`src/rtl/mem_bist_ctrl.sv`:
```
// Memory BIST controller: four-pass address / inverted-address march over every
// location of a DEPTH x WIDTH memory, reporting pass/fail and the first mismatch.
module mem_bist_ctrl #(
    parameter int DEPTH  = 32,
    parameter int WIDTH  = 8,
    parameter int ADDR_W = $clog2(DEPTH),
    parameter int CNT_W  = $clog2(2*DEPTH)+1
) (
    input  logic              clk,
    input  logic              rst_n,
    input  logic              start,
    output logic              busy,
    output logic              done,
    output logic              pass,
    output logic [CNT_W-1:0]  err_count,
    output logic [ADDR_W-1:0] fail_addr,
    output logic [WIDTH-1:0]  fail_exp,
    output logic [WIDTH-1:0]  fail_got,
    output logic              fail_pass,
    output logic              read,
    output logic              write,
    output logic [ADDR_W-1:0] addr,
    output logic [WIDTH-1:0]  data_in,
    input  logic [WIDTH-1:0]  data_out
);

    typedef enum logic [2:0] {
        S_IDLE, S_WR1, S_RQ1, S_CK1, S_WR2, S_RQ2, S_CK2, S_DONE
    } state_t;

    state_t            state, state_nxt;
    logic [ADDR_W-1:0] k, k_nxt;
    logic              busy_nxt, done_nxt, pass_nxt, read_nxt, write_nxt;
    logic              fail_pass_nxt;
    logic [CNT_W-1:0]  err_nxt;
    logic [ADDR_W-1:0] fail_addr_nxt, addr_nxt;
    logic [WIDTH-1:0]  fail_exp_nxt, fail_got_nxt, data_in_nxt;
    logic              chk_en, last;
    logic [WIDTH-1:0]  exp_val;

    // Address zero-extended or truncated to the data width.
    function automatic logic [WIDTH-1:0] pat(input logic [ADDR_W-1:0] a);
        logic [WIDTH+ADDR_W-1:0] wide;
        wide = {{WIDTH{1'b0}}, a};
        return wide[WIDTH-1:0];
    endfunction

    assign last = &k;

    always_comb begin
        state_nxt     = state;
        k_nxt         = k;
        busy_nxt      = 1'b0;
        done_nxt      = 1'b0;
        read_nxt      = 1'b0;
        write_nxt     = 1'b0;
        addr_nxt      = '0;
        data_in_nxt   = '0;
        pass_nxt      = pass;
        err_nxt       = err_count;
        fail_addr_nxt = fail_addr;
        fail_exp_nxt  = fail_exp;
        fail_got_nxt  = fail_got;
        fail_pass_nxt = fail_pass;
        chk_en        = 1'b0;
        exp_val       = pat(k);

        case (state)
            S_IDLE: if (start) begin
                state_nxt     = S_WR1;
                k_nxt         = '0;
                err_nxt       = '0;
                fail_addr_nxt = '0;
                fail_exp_nxt  = '0;
                fail_got_nxt  = '0;
                fail_pass_nxt = 1'b0;
                pass_nxt      = 1'b0;
            end
            S_WR1, S_WR2: begin
                k_nxt = last ? '0 : k + ADDR_W'(1);
                if (last) state_nxt = (state == S_WR1) ? S_RQ1 : S_RQ2;
            end
            S_RQ1: state_nxt = S_CK1;
            S_RQ2: state_nxt = S_CK2;
            S_CK1, S_CK2: begin
                chk_en = 1'b1;
                if (state == S_CK2) exp_val = ~pat(k);
                k_nxt = last ? '0 : k + ADDR_W'(1);
                if (state == S_CK1) state_nxt = last ? S_WR2 : S_RQ1;
                else                state_nxt = last ? S_DONE : S_RQ2;
            end
            S_DONE: state_nxt = S_IDLE;
            default: state_nxt = S_IDLE;
        endcase

        // Only the first mismatch of a run is recorded in detail.
        if (chk_en && (data_out != exp_val)) begin
            err_nxt = err_count + CNT_W'(1);
            if (err_count == '0) begin
                fail_addr_nxt = k;
                fail_exp_nxt  = exp_val;
                fail_got_nxt  = data_out;
                fail_pass_nxt = (state == S_CK2);
            end
        end

        // Outputs are registered, so they are decoded from the state being entered.
        case (state_nxt)
            S_WR1, S_WR2: begin
                busy_nxt    = 1'b1;
                write_nxt   = 1'b1;
                addr_nxt    = k_nxt;
                data_in_nxt = (state_nxt == S_WR1) ? pat(k_nxt) : ~pat(k_nxt);
            end
            S_RQ1, S_RQ2: begin
                busy_nxt = 1'b1;
                read_nxt = 1'b1;
                addr_nxt = k_nxt;
            end
            S_CK1, S_CK2: begin
                busy_nxt = 1'b1;
                addr_nxt = k_nxt;
            end
            S_DONE: begin
                done_nxt = 1'b1;
                pass_nxt = (err_nxt == '0);
            end
            default: ;
        endcase
    end

    always_ff @(posedge clk or negedge rst_n) begin
        if (!rst_n) begin
            state     <= S_IDLE;
            k         <= '0;
            busy      <= 1'b0;
            done      <= 1'b0;
            pass      <= 1'b0;
            err_count <= '0;
            fail_addr <= '0;
            fail_exp  <= '0;
            fail_got  <= '0;
            fail_pass <= 1'b0;
            read      <= 1'b0;
            write     <= 1'b0;
            addr      <= '0;
            data_in   <= '0;
        end else begin
            state     <= state_nxt;
            k         <= k_nxt;
            busy      <= busy_nxt;
            done      <= done_nxt;
            pass      <= pass_nxt;
            err_count <= err_nxt;
            fail_addr <= fail_addr_nxt;
            fail_exp  <= fail_exp_nxt;
            fail_got  <= fail_got_nxt;
            fail_pass <= fail_pass_nxt;
            read      <= read_nxt;
            write     <= write_nxt;
            addr      <= addr_nxt;
            data_in   <= data_in_nxt;
        end
    end

endmodule

```
`config.mk`:
```
export PLATFORM = sky130hd
export DESIGN_NAME = mem_bist_ctrl
export DESIGN_NICKNAME = d
export VERILOG_FILES = /design/src/rtl/mem_bist_ctrl.sv
export SDC_FILE = /design/constraint.sdc
export NUM_CORES = 1
export LEC_CHECK = 0
export CAP_MARGIN = 20
export CORE_MARGIN = 3
export CORE_UTILIZATION = 41
export DETAILED_ROUTE_END_ITERATION = 10
export DONT_BUFFER_PORTS = 1
export MAX_ROUTING_LAYER = met4
export PLACE_DENSITY = 0.59
export SLEW_MARGIN = 0
export SYNTH_ARGS = -nofsm -noshare
export SYNTH_HDL_FRONTEND = slang
export SYNTH_SLANG_ARGS = --single-unit
```
`constraint.sdc`:
```
create_clock -name clk -period 3.38 [get_ports clk]
set_input_delay 0.676 -clock clk [delete_from_list [all_inputs] [get_ports clk]]
set_output_delay 0.676 -clock clk [all_outputs]
set_load 0.02 [all_outputs]
```
==> key figures, run 1 <==
Timing
  – Total count of hold-check failures in the final report: 0
  – Final period utilization: around three quarters
  – RSZ-0062 raised after global routing: no
  – Final TNS setup: 0 ps
  – Max-slew violation count: 0
  – F_max: between 0.3 and 0.4 GHz
  – Minimum clock period: 2600 ps
  – Skew final: 7.22 ps
  – Finish-stage setup viols: 0
  – Slew Limit Headroom: 60.2%
  – Worst slew pin tran: 590 ps

Setup path
  – Arr. time, crit path: 2830 ps
  – Buf+Inv Stages, Crit Path: 2
  – Crit path max fanout: 7
  – Cells along the critical path: ha_1 -> and3_1 -> ha_1 -> inv_1 -> a21oi_1 -> o21ai_1 -> inv_1 -> nand3_1 -> o21ai_0 -> nor2b_1
  – Delay-heaviest family, CP: compound AO/OA/AOI/OAI gates
  – Crit-path max cell delay: a little under 500 ps
  – Startpoint types: flop
  – R2R Path Start: k[0]
  – Crit Path Category: flop to flop
  – Crit. End Element: flop
  – Worst EP required: 3610 ps
  – Worst reg2reg path depth: 10
  – CP max-delay cell: dfrtp_1
  – Setup slack, reg-to-reg: 780 ps
  – FF-to-FF End: addr[3]

GRT
  – GRT Util Overall: 15.8%
  – Gr ovfl total: 0
  – Number of global-route vias before repair: 1739
  – Largest net degree at the start of global routing: 54
  – First-pass GRT wire length: between 8 and 9 mm
  – Number of antenna violations at the first check in global routing: 0

Clocking
  – CTS tree: built
  – PostCTS Resize Cnt: 0
  – Post-CTS setup buffer count: 0
  – Clock Latency Late Sink: about 300 ps
  – CTS buffer count: 5
  – Clk buf depth: 2
  – Sink Count: 53
  – Clock root buffer master: clkbuf_8
  – # hold bufs at CTS: 0
  – Clock Pin Slew Worst Setup and Hold Paths: 100 ps
  – H-tree depth: 2

Synth
  – Synth top area cells: dfrtp_1 (52%), nand2_1 (7.1%), o21ai_1 (3.7%), mux2i_1 (2.8%), xnor2_1 (2.8%)
  – Mux cell area share after synthesis: around 2.8%
  – Post-Synth Simple-Gate Area: 20.6%
  – Avg Cell Area, Syn: 9.93 um^2
  – Post-Synthesis Cell Area: roughly 2500 um^2
  – Post-synth ARST share: 100%
  – Yosys reg bits: 53
  – Primary FF master, synth: dfrtp_1
  – Yosys warns: 0
  – Yosys top cell area share: a little over half
  – Count leader, synth: dfrtp_1
  – Commonest cells in the netlist: dfrtp_1 (53), nand2_1 (48), o21ai_1 (19), nor2_1 (17), inv_1 (11)
  – Largest family of logic cells by synthesized area: simple AND/OR/NAND/NOR gates
  – Netlist cell types: 41
  – XOR/XNOR Fraction of Synth Area: roughly 5.5%
  – EDFF count, synth: 0
  – Cells after Synth: 256
  – Yosys top cell by area: dfrtp_1
  – Seq/Total Area, Yosys: 52.2%
  – Post-synthesis compound-gate area fraction: 11.9%
  – Syn_nets: ~270
  – Post-synthesis adder-cell area fraction: 1.97%

Finish
  – Fill count: around 570
  – Area grow syn2layout: 5.37%
  – NumNets Final: 268
  – Fin util: 45.0%
  – Diode count: 0
  – Share of cells above drive strength 1: 9.45%

Detailed routing
  – Iteration count of the initial detailed-routing pass: 4
  – Initial DRC Count: 87
  – Routed vias: ~1700
  – Drt total wl: 5.11 mm
  – Routed WL per cell: 15.5 um
  – DRC: 0
  – Vias per cell: 5.25
  – Final ANT Viol Nets: 0

Die
  – Die Height: 84.7 um
  – Row cnt: 28
  – Die ar.: between 7000 and 8000 um^2
  – Overall die width: 84.7 um
  – Core Region: 5960 um^2
  – IO Count: 58
  – Starting Density: 42.7%

Job
  – Max-Cap Viols: 0

Status
  – Status: complete, no violations

Pwr
  – Pwr dens: 834 nW/um^2
  – Peak VDD IR: 386 uV
  – Total power: 2.23 mW
  – LEAKAGE: 1.25 nW

Place
  – Input/output buffers: 0
  – DP HPWL: 3.64 mm
  – RePlAce Congestion: a little over 0.8

Hold path
  – Min-Delay Path Class: input pin to async pin
-- routing by layer --
layer  global-route usage [%]  vias up  wire [um]
li1                         -      859          -
met1                     20.2      817       2310
met2                     23.0       48       2370
met3                     6.48        2        390
met4                     4.32        0         29
met5                        -        -          0
-- cell families (layout without fill, tap and decap cells) --
kind of cell,count (synthesis),after routing
mux,7,7
xor+xnor,12,12
simple gates,103,103
buf+inv,26,24
compound gates,51,51
flops,53,53
fa+ha+maj,4,4
-- placed cells by master, fill, tap and decap left out, types with 2 or more instances in the layout --
master,instances
a21o_1,4
nor2_1,17
or3_1,2
dfrtp_1,53
o21ai_0,10
o21ai_2,2
nor3_1,9
or4b_1,2
o21ai_1,19
xnor2_2,2
a22oi_1,2
nand4_1,3
and3_1,2
nand3_1,9
inv_1,11
buf_4,4
a21oi_1,8
ha_1,4
nor2b_1,2
clkbuf_8,5
nand2_1,48
xnor2_1,8
mux2i_1,7
-- how the worst max path moves through the flow --
| stage | from | end | slack [ps] | cells past startpoint |
|---|---|---|---|---|
| 2_1_floorplan | data_out[1] | pass | 1190 | 7 |
| 3_3_place_gp | k[0] | pass | 440 | 8 |
| 3_5_place_dp | k[0] | pass | 270 | 8 |
| 4_1_cts | k[0] | pass | 240 | 8 |
| 5_1_grt | k[0] | addr[3] | 440 | 10 |
| 6_report | k[0] | addr[3] | 780 | 10 |
-- per-stage QoR --
step                      std cells  hold WS, ps  area, um^2  worst slack (ps)
after floorplan                 256          380        2540              1190
after global placement          320          382        2590               442
after detailed placement        320          382        2590               268
after CTS                       328         39.8        2670               243
after global routing            329         27.3        2680               439
final                           329         53.6        2680               780
-- area by class of cell --
type                       instances  area [um^2]  area share, %
sequential                        53         1330           49.5
multi-input combinational        177         1090           40.9
tap                               75         93.8           3.50
clock buffer                       6         72.6           2.71
inverter                          11         41.3           1.54
timing repair buffer               5         35.0           1.31
clock inverter                     2         13.8          0.514
-- power by group --
group	switching (mW)	internal, mW	total (mW)
Combinational	0.405	0.284	0.689
Clock	0.205	0.148	0.353
Sequential	0.367	0.824	1.19
Total	0.976	1.26	2.23
-- worst register-to-register path, cell delays in order, from the launching register on --
cell	delay [ps]
dfrtp_1	490
ha_1	270
and3_1	190
ha_1	220
inv_1	140
a21oi_1	80
o21ai_1	350
inv_1	170
nand3_1	190
o21ai_0	260
nor2b_1	170
-- flip-flops by register name, summed over array words and instances (netlist names) --
signal     cells
addr           5
busy           1
data_in        6
done           1
err_count      7
fail_addr      5
fail_exp       8
fail_got       8
fail_pass      1
k              5
pass           1
read           1
state          3
write          1
No activity file was read; power rests on OpenSTA's default activity.
==> run 2: changes to the inputs <==
==> constraint.sdc (replaced) <==
create_clock -name clk -period 2.4 [get_ports clk]
set_input_delay 0.48 -clock clk [delete_from_list [all_inputs] [get_ports clk]]
set_output_delay 0.48 -clock clk [all_outputs]
set_load 0.02 [all_outputs]
==> run 2 against run 1 <==
  * Final area increased by 6.9%
  * Critical path depth down 2
  * Sequential cell count stayed put
  * Sequential power increased by 35%
  * Final cell count rose by 4.6%
  * Total power is 55% higher
  * Fmax up 18%
  * Via count rose by 3.8%
  * Largest cell class unchanged
  * Highest routed layer unchanged
==> key figures, run 2 (synthesis results as in run 1) <==
GRT
  – Global routing's busiest layer: met2
  – Met1 usage: 21.0% (+0.80 points)
  – Number of antenna violations at the first check in global routing: 0 (unchanged)
  – Gr ovfl total: 0 (unchanged)
  – Met3 Track Usage GR: 5.40% (-1.1 points)
  – GRT Util Overall: 16.0% (+0.29 points)
  – Number of global-route vias before repair: 1791 (+3.0%)
  – Largest net degree at the start of global routing: 54 (unchanged)
  – Met2 Use GR: 23.4% (+0.43 points)
  – First-pass GRT wire length: 8.98 mm (+1.9%)

Timing
  – F_max: 0.453 GHz (+18%)
  – Total count of hold-check failures in the final report: 0 (unchanged)
  – Max-slew violation count: 0 (unchanged)
  – Skew final: 8.84 ps (+1.62 ps)
  – Final TNS setup: 0 ps (unchanged)
  – Slew Limit Headroom: 62.7% (+2.4 points)
  – Final period utilization: 92.0% (+15 points)
  – Worst slew pin tran: 560 ps (-29.9 ps)
  – Minimum clock period: 2210 ps (-393 ps)
  – RSZ-0062 raised after global routing: no
  – Finish-stage setup viols: 0 (unchanged)

Die
  – Core Region: 5960 um^2 (unchanged)
  – Die ar.: 7180 um^2 (unchanged)
  – IO Count: 58 (unchanged)
  – Starting Density: 42.7% (unchanged)
  – Row cnt: 28 (unchanged)
  – Die Height: 84.7 um (unchanged)
  – Overall die width: 84.7 um (unchanged)

Detailed routing
  – Iteration count of the initial detailed-routing pass: 4 (unchanged)
  – DRC: 0 (unchanged)
  – Initial DRC Count: 92 (+5.7%)
  – Routed WL per cell: 15.5 um (-0.31%)
  – Vias per cell: 5.21 (-0.70%)
  – Drt total wl: 5.32 mm (+4.2%)
  – Final ANT Viol Nets: 0 (unchanged)
  – Routed vias: 1792 (+3.8%)

Setup path
  – CP most frequent cell: o21ai_2
  – Worst EP required: 2640 ps (-970 ps)
  – Crit-path max cell delay: 430 ps (-60 ps)
  – Arr. time, crit path: 2450 ps (-380 ps)
  – Crit Path Category: flop to flop
  – Setup slack, reg-to-reg: 190 ps (-590 ps)
  – FF-to-FF End: pass
  – Cells along the critical path: buf_4 -> xnor2_2 -> nand4_1 -> o21ai_2 -> nor3_1 -> xor2_1 -> a2111o_1 -> o21ai_2
  – Crit. End Element: flop
  – Worst reg2reg path depth: 8 (-2)
  – Startpoint types: flop
  – Crit path max fanout: 6 (-1)
  – CP max-delay cell: a2111o_1
  – R2R Path Start: k[0]

Clocking
  – Clock Latency Late Sink: 310 ps (about the same)
  – Sink Count: 53 (unchanged)
  – CTS tree: built
  – Post-CTS setup buffer count: 0 (unchanged)
  – Clock root buffer master: clkbuf_8
  – Clk buf depth: 2 (unchanged)
  – Clock Pin Slew Worst Setup and Hold Paths: 100 ps (about the same)
  – CTS buffer count: 5 (unchanged)
  – H-tree depth: 2 (unchanged)

Pwr
  – Clock Power Share: 19.0% (+3.2 points)
  – Pwr dens: 1210 nW/um^2 (+45%)
  – Peak VDD IR: 559 uV (+45%)
  – Total power: 3.47 mW (+55%)
  – Internal Power: 2.02 mW (+60%)
  – LEAKAGE: 1.35 nW (+7.8%)
  – Sequential share of power: 46.4% (-7.0 points)
  – Switching share of power: 41.9% (-1.8 points)
  – Total net switching power: 1.45 mW (+49%)
  – Combinational fraction of design power: 34.6% (+3.7 points)

Place
  – DP HPWL: 3.79 mm (+4.0%)
  – RePlAce Congestion: 0.759 (-5.7%)
  – Placed cell count: 335 (+4.7%)
  – Input/output buffers: 0 (unchanged)
  – Post-Place Cell Area: 2700 um^2 (+4.4%)

Finish
  – Top Registers: fail_exp (8), fail_got (8), err_count (7)
  – Area grow syn2layout: 12.7%
  – NumNets Final: 283 (+5.6%)
  – Share of cells above drive strength 1: 17.1% (+7.7 points)
  – Fin util: 48.1% (+3.1 points)
  – Final std cell area, no fill: 2860 um^2 (+6.9%)
  – Final std cells w/o fill: 344 (+4.6%)
  – Fill count: 554 (-2.3%)
  – Commonest non-fill, non-tap cell in the layout: dfrtp_1
  – Diode count: 0 (unchanged)
  – Most frequent cells in the layout: dfrtp_1 (51), nand2_1 (48), o21ai_1 (19), buf_4 (19), nor2_1 (16)

Hold path
  – Min-Delay Path Class: input pin to async pin

Job
  – Max-Cap Viols: 0 (unchanged)

Status
  – Status: complete, no violations
==> run 2: stage by stage <==
| step | hold WS [ps] | setup WS, ps |
|---|---|---|
| 2_1_floorplan | 184 | 231 |
| 6_report | 11.0 | 193 |
| 4_1_cts | 11.3 | 77.8 |
| 5_1_grt | 6.57 | 19.7 |
| 3_5_place_dp | 186 | 111 |
| 3_3_place_gp | 186 | 133 |
==> run 2: worst max-delay path: cells and delay by family (launching register included) <==
family                    cells  cell delay, ps
buffers and inverters         1             170
xor gates and xnor gates      2             390
and+or+nand+nor               2             310
DFF                           1             400
AOI/OAI and AO/OA             3             880
==> run 2: cell type report <==
cell class                 count  area [um^2]  area share [%]
clock buffer                   6         82.6            2.88
timing repair buffer          20          170            5.94
clock inverter                 2         41.3            1.44
inverter                      11         41.3            1.44
tap                           75         93.8            3.28
multi-input combinational    177         1100            38.6
sequential                    53         1330            46.4
==> run 2: timing repair <==
item	in CTS	in global routing
setup endpoints to repair	0	32
gates resized for setup	0	6
hold buffers	1	0
hold endpoints to repair	53	0
==> run 2: power groups by stage <==
stage / registers [mW] / logic (mW) / clock network (mW)
6_report: 1.61 / 1.20 / 0.657
2_1_floorplan: 1.58 / 0.873 / 0
4_1_cts: 1.62 / 1.21 / 0.675
3_5_place_dp: 1.63 / 1.17 / 0
3_3_place_gp: 1.63 / 1.15 / 0
5_1_grt: 1.64 / 1.38 / 0.712
==> run 2: worst max-delay path by stage <==
| stage | startpoint | end | cells past startpoint |
|---|---|---|---|
| 4_1_cts | state[2] | pass | 7 |
| 2_1_floorplan | k[1] | addr[2] | 10 |
| 5_1_grt | state[2] | fail_got[5] | 7 |
| 3_5_place_dp | state[2] | pass | 7 |
| 6_report | k[0] | pass | 8 |
| 3_3_place_gp | state[2] | fail_addr[3] | 7 |
==> run 2: metal layers <==
metal  routed length [um]  vias to the layer above
li1                     -                      890
met1                 2450                      842
met2                 2400                       53
met3                  390                        7
met4                   77                        0
met5                    0                        -
==> run 3: changes to the inputs <==
==> constraint.sdc (replaced) <==
create_clock -name clk -period 2.7 [get_ports clk]
set_input_delay 0.54 -clock clk [delete_from_list [all_inputs] [get_ports clk]]
set_output_delay 0.54 -clock clk [all_outputs]
set_load 0.02 [all_outputs]
==> run 3 against run 2 <==
  * Die area did not move
  * Fmax is 8.5% lower
  * Final cell count decreased by 2.9%
  * Clock power down 33%
  * Register-to-register slack improved by 96 ps
  * Critical endpoint is now fail_exp[6]
  * Largest cell class unchanged
  * Largest power group unchanged
==> key figures, run 3 (synthesis results as in run 1) <==
Finish
  – Most frequent cells in the layout: dfrtp_1 (53), nand2_1 (48), o21ai_1 (19), nor2_1 (17), inv_1 (11)
  – Diode count: 0 (unchanged)
  – Final std cell area, no fill: 2750 um^2 (-4.0%)
  – Commonest non-fill, non-tap cell in the layout: dfrtp_1
  – Top Registers: fail_exp (8), fail_got (8), err_count (7)
  – Fin util: 46.1% (-1.9 points)
  – NumNets Final: 273 (-3.5%)
  – Final std cells w/o fill: 334 (-2.9%)
  – Share of cells above drive strength 1: 10.8% (-6.3 points)
  – Area grow syn2layout: 8.12%

Pwr
  – Switching share of power: 43.4% (+1.5 points)
  – Total power: 2.88 mW (-17%)
  – Pwr dens: 1050 nW/um^2 (-14%)
  – Peak VDD IR: 560 uV (+0.18%)
  – LEAKAGE: 1.28 nW (-5.1%)
  – Internal Power: 1.63 mW (-19%)
  – Combinational fraction of design power: 33.5% (-1.1 points)
  – Sequential share of power: 51.3% (+4.9 points)
  – Clock Power Share: 15.3% (-3.7 points)
  – Total net switching power: 1.25 mW (-14%)

GRT
  – First-pass GRT wire length: 8.75 mm (-2.6%)
  – Number of global-route vias before repair: 1716 (-4.2%)
  – Largest net degree at the start of global routing: 54 (unchanged)
  – Number of antenna violations at the first check in global routing: 0 (unchanged)
  – GRT Util Overall: 15.7% (-0.37 points)
  – Gr ovfl total: 0 (unchanged)

Setup path
  – Setup slack, reg-to-reg: 290 ps (+100 ps)
  – Startpoint types: flop
  – Arr. time, crit path: 2660 ps (+210 ps)
  – CP max-delay cell: dfrtp_1
  – Crit path max fanout: 37 (+31)
  – Cells along the critical path: xor2_4 -> a21boi_2 -> nand2_1 -> nor4b_4 -> buf_12 -> and2b_1 -> a21o_1
  – Crit. End Element: flop
  – Worst EP required: 2940 ps (+300 ps)
  – Crit Path Category: flop to flop
  – Crit-path max cell delay: 640 ps (+210 ps)

Timing
  – Final hold slack: 81.6 ps (+70.6 ps)
  – Final TNS setup: 0 ps (unchanged)
  – RSZ-0062 raised after global routing: no
  – Max-slew violation count: 0 (unchanged)
  – Minimum clock period: 2410 ps (+204 ps)
  – Finish-stage setup viols: 0 (unchanged)
  – Skew final: 4.81 ps (-4.04 ps)
  – Setup ws final: 289 ps (+96.1 ps)
  – Worst slew pin tran: 558 ps (-2.02 ps)
  – Final period utilization: 89.3% (-2.7 points)
  – Slew Limit Headroom: 62.8% (+0.13 points)
  – F_max: 0.415 GHz (-8.5%)
  – Total count of hold-check failures in the final report: 0 (unchanged)

Place
  – Placed cell count: 325 (-3.0%)
  – RePlAce Congestion: 0.784 (+3.2%)
  – Input/output buffers: 0 (unchanged)
  – Post-Place Cell Area: 2640 um^2 (-2.3%)
  – DP HPWL: 3.71 mm (-2.1%)
  – Setup slack at placement: 315 ps (+204 ps)

Detailed routing
  – DRC: 0 (unchanged)
  – Final ANT Viol Nets: 0 (unchanged)
  – Vias per cell: 5.22 (+0.12%)
  – Routed vias: 1742 (-2.8%)
  – Iteration count of the initial detailed-routing pass: 4 (unchanged)
  – Routed WL per cell: 15.5 um (+0.38%)
  – Drt total wl: 5.19 mm (-2.5%)
  – Initial DRC Count: 127 (+38%)

Clocking
  – H-tree depth: 2 (unchanged)
  – Post-CTS setup buffer count: 0 (unchanged)
  – CTS tree: built
  – Clock root buffer master: clkbuf_8
  – Sink Count: 53 (unchanged)
  – Clk buf depth: 2 (unchanged)
  – CTS buffer count: 5 (unchanged)
  – Clock Latency Late Sink: 300 ps (about the same)
  – Clock Pin Slew Worst Setup and Hold Paths: 90 ps (about the same)

Die
  – Overall die width: 84.7 um (unchanged)
  – Core Region: 5960 um^2 (unchanged)
  – Starting Density: 42.7% (unchanged)
  – Die Height: 84.7 um (unchanged)
  – IO Count: 58 (unchanged)
  – Die ar.: 7180 um^2 (unchanged)
  – Row cnt: 28 (unchanged)

Status
  – Status: complete, no violations

Job
  – Max-Cap Viols: 0 (unchanged)

Hold path
  – Min-Delay Path Class: input pin to async pin
## run 3: cell count changes in the layout (fill, tap and decap cells not counted), sizes merged
cell,before,now
bufinv,1,0
buf,20,10
inv,12,11
clkbuf,6,7
clkinvlp,0,1
## run 3: worst max-delay path, delay by kind of cell (launching register included)
family | cells | cell delay (ps)
xor+xnor | 1 | 320
flops | 1 | 640
simple gates | 3 | 790
buf+inv | 1 | 230
compound gates | 2 | 360
## run 3: power by group through the flow
stage	logic (mW)	registers [mW]	clock network [mW]
floorplan	0.776	1.40	0
global placement	0.946	1.49	0
detailed placement	0.948	1.49	0
CTS	0.979	1.48	0.451
global route	1.12	1.51	0.485
finish	0.963	1.47	0.439
## run 3: area by class of cell
class                           instances  area, um^2
Sequential cell                        53        1330
Tap cell                               75        93.8
Clock buffer                            7        76.3
Clock inverter                          1        7.51
Timing Repair Buffer                   10         108
Inverter                               11        41.3
Fill cell                             563        3210
Multi-Input combinational cell        177        1090
## run 3: routing by layer
metal | vias up | track usage, % | routed length (um)
met3 | 7 | 5.50 | 352
met4 | 0 | 4.32 | 63
met1 | 819 | 20.7 | 2390
li1 | 866 | - | -
met2 | 50 | 23.0 | 2380
met5 | - | - | 0
## run 3: path summary, 6_finish.rpt
| check | cells past startpoint | end | from |
|---|---|---|---|
| setup / recovery | 7 | fail_exp[6] | state[2] |
| hold / removal | 1 | fail_exp[0] | rst_n |
| setup reg to reg | 7 | fail_exp[6] | state[2] |
| hold reg to reg | 2 | fail_addr[3] | k[3] |
| max in group asynchronous | 1 | done | rst_n |
| min in group clk | 2 | fail_got[1] | data_out[1] |
## run 3: repair_timing
| item | in CTS | in global routing |
|---|---|---|
| resized for setup | 0 | 0 |
| endpoints found under the hold margin | 53 | 0 |
| hold buffers | 1 | 0 |
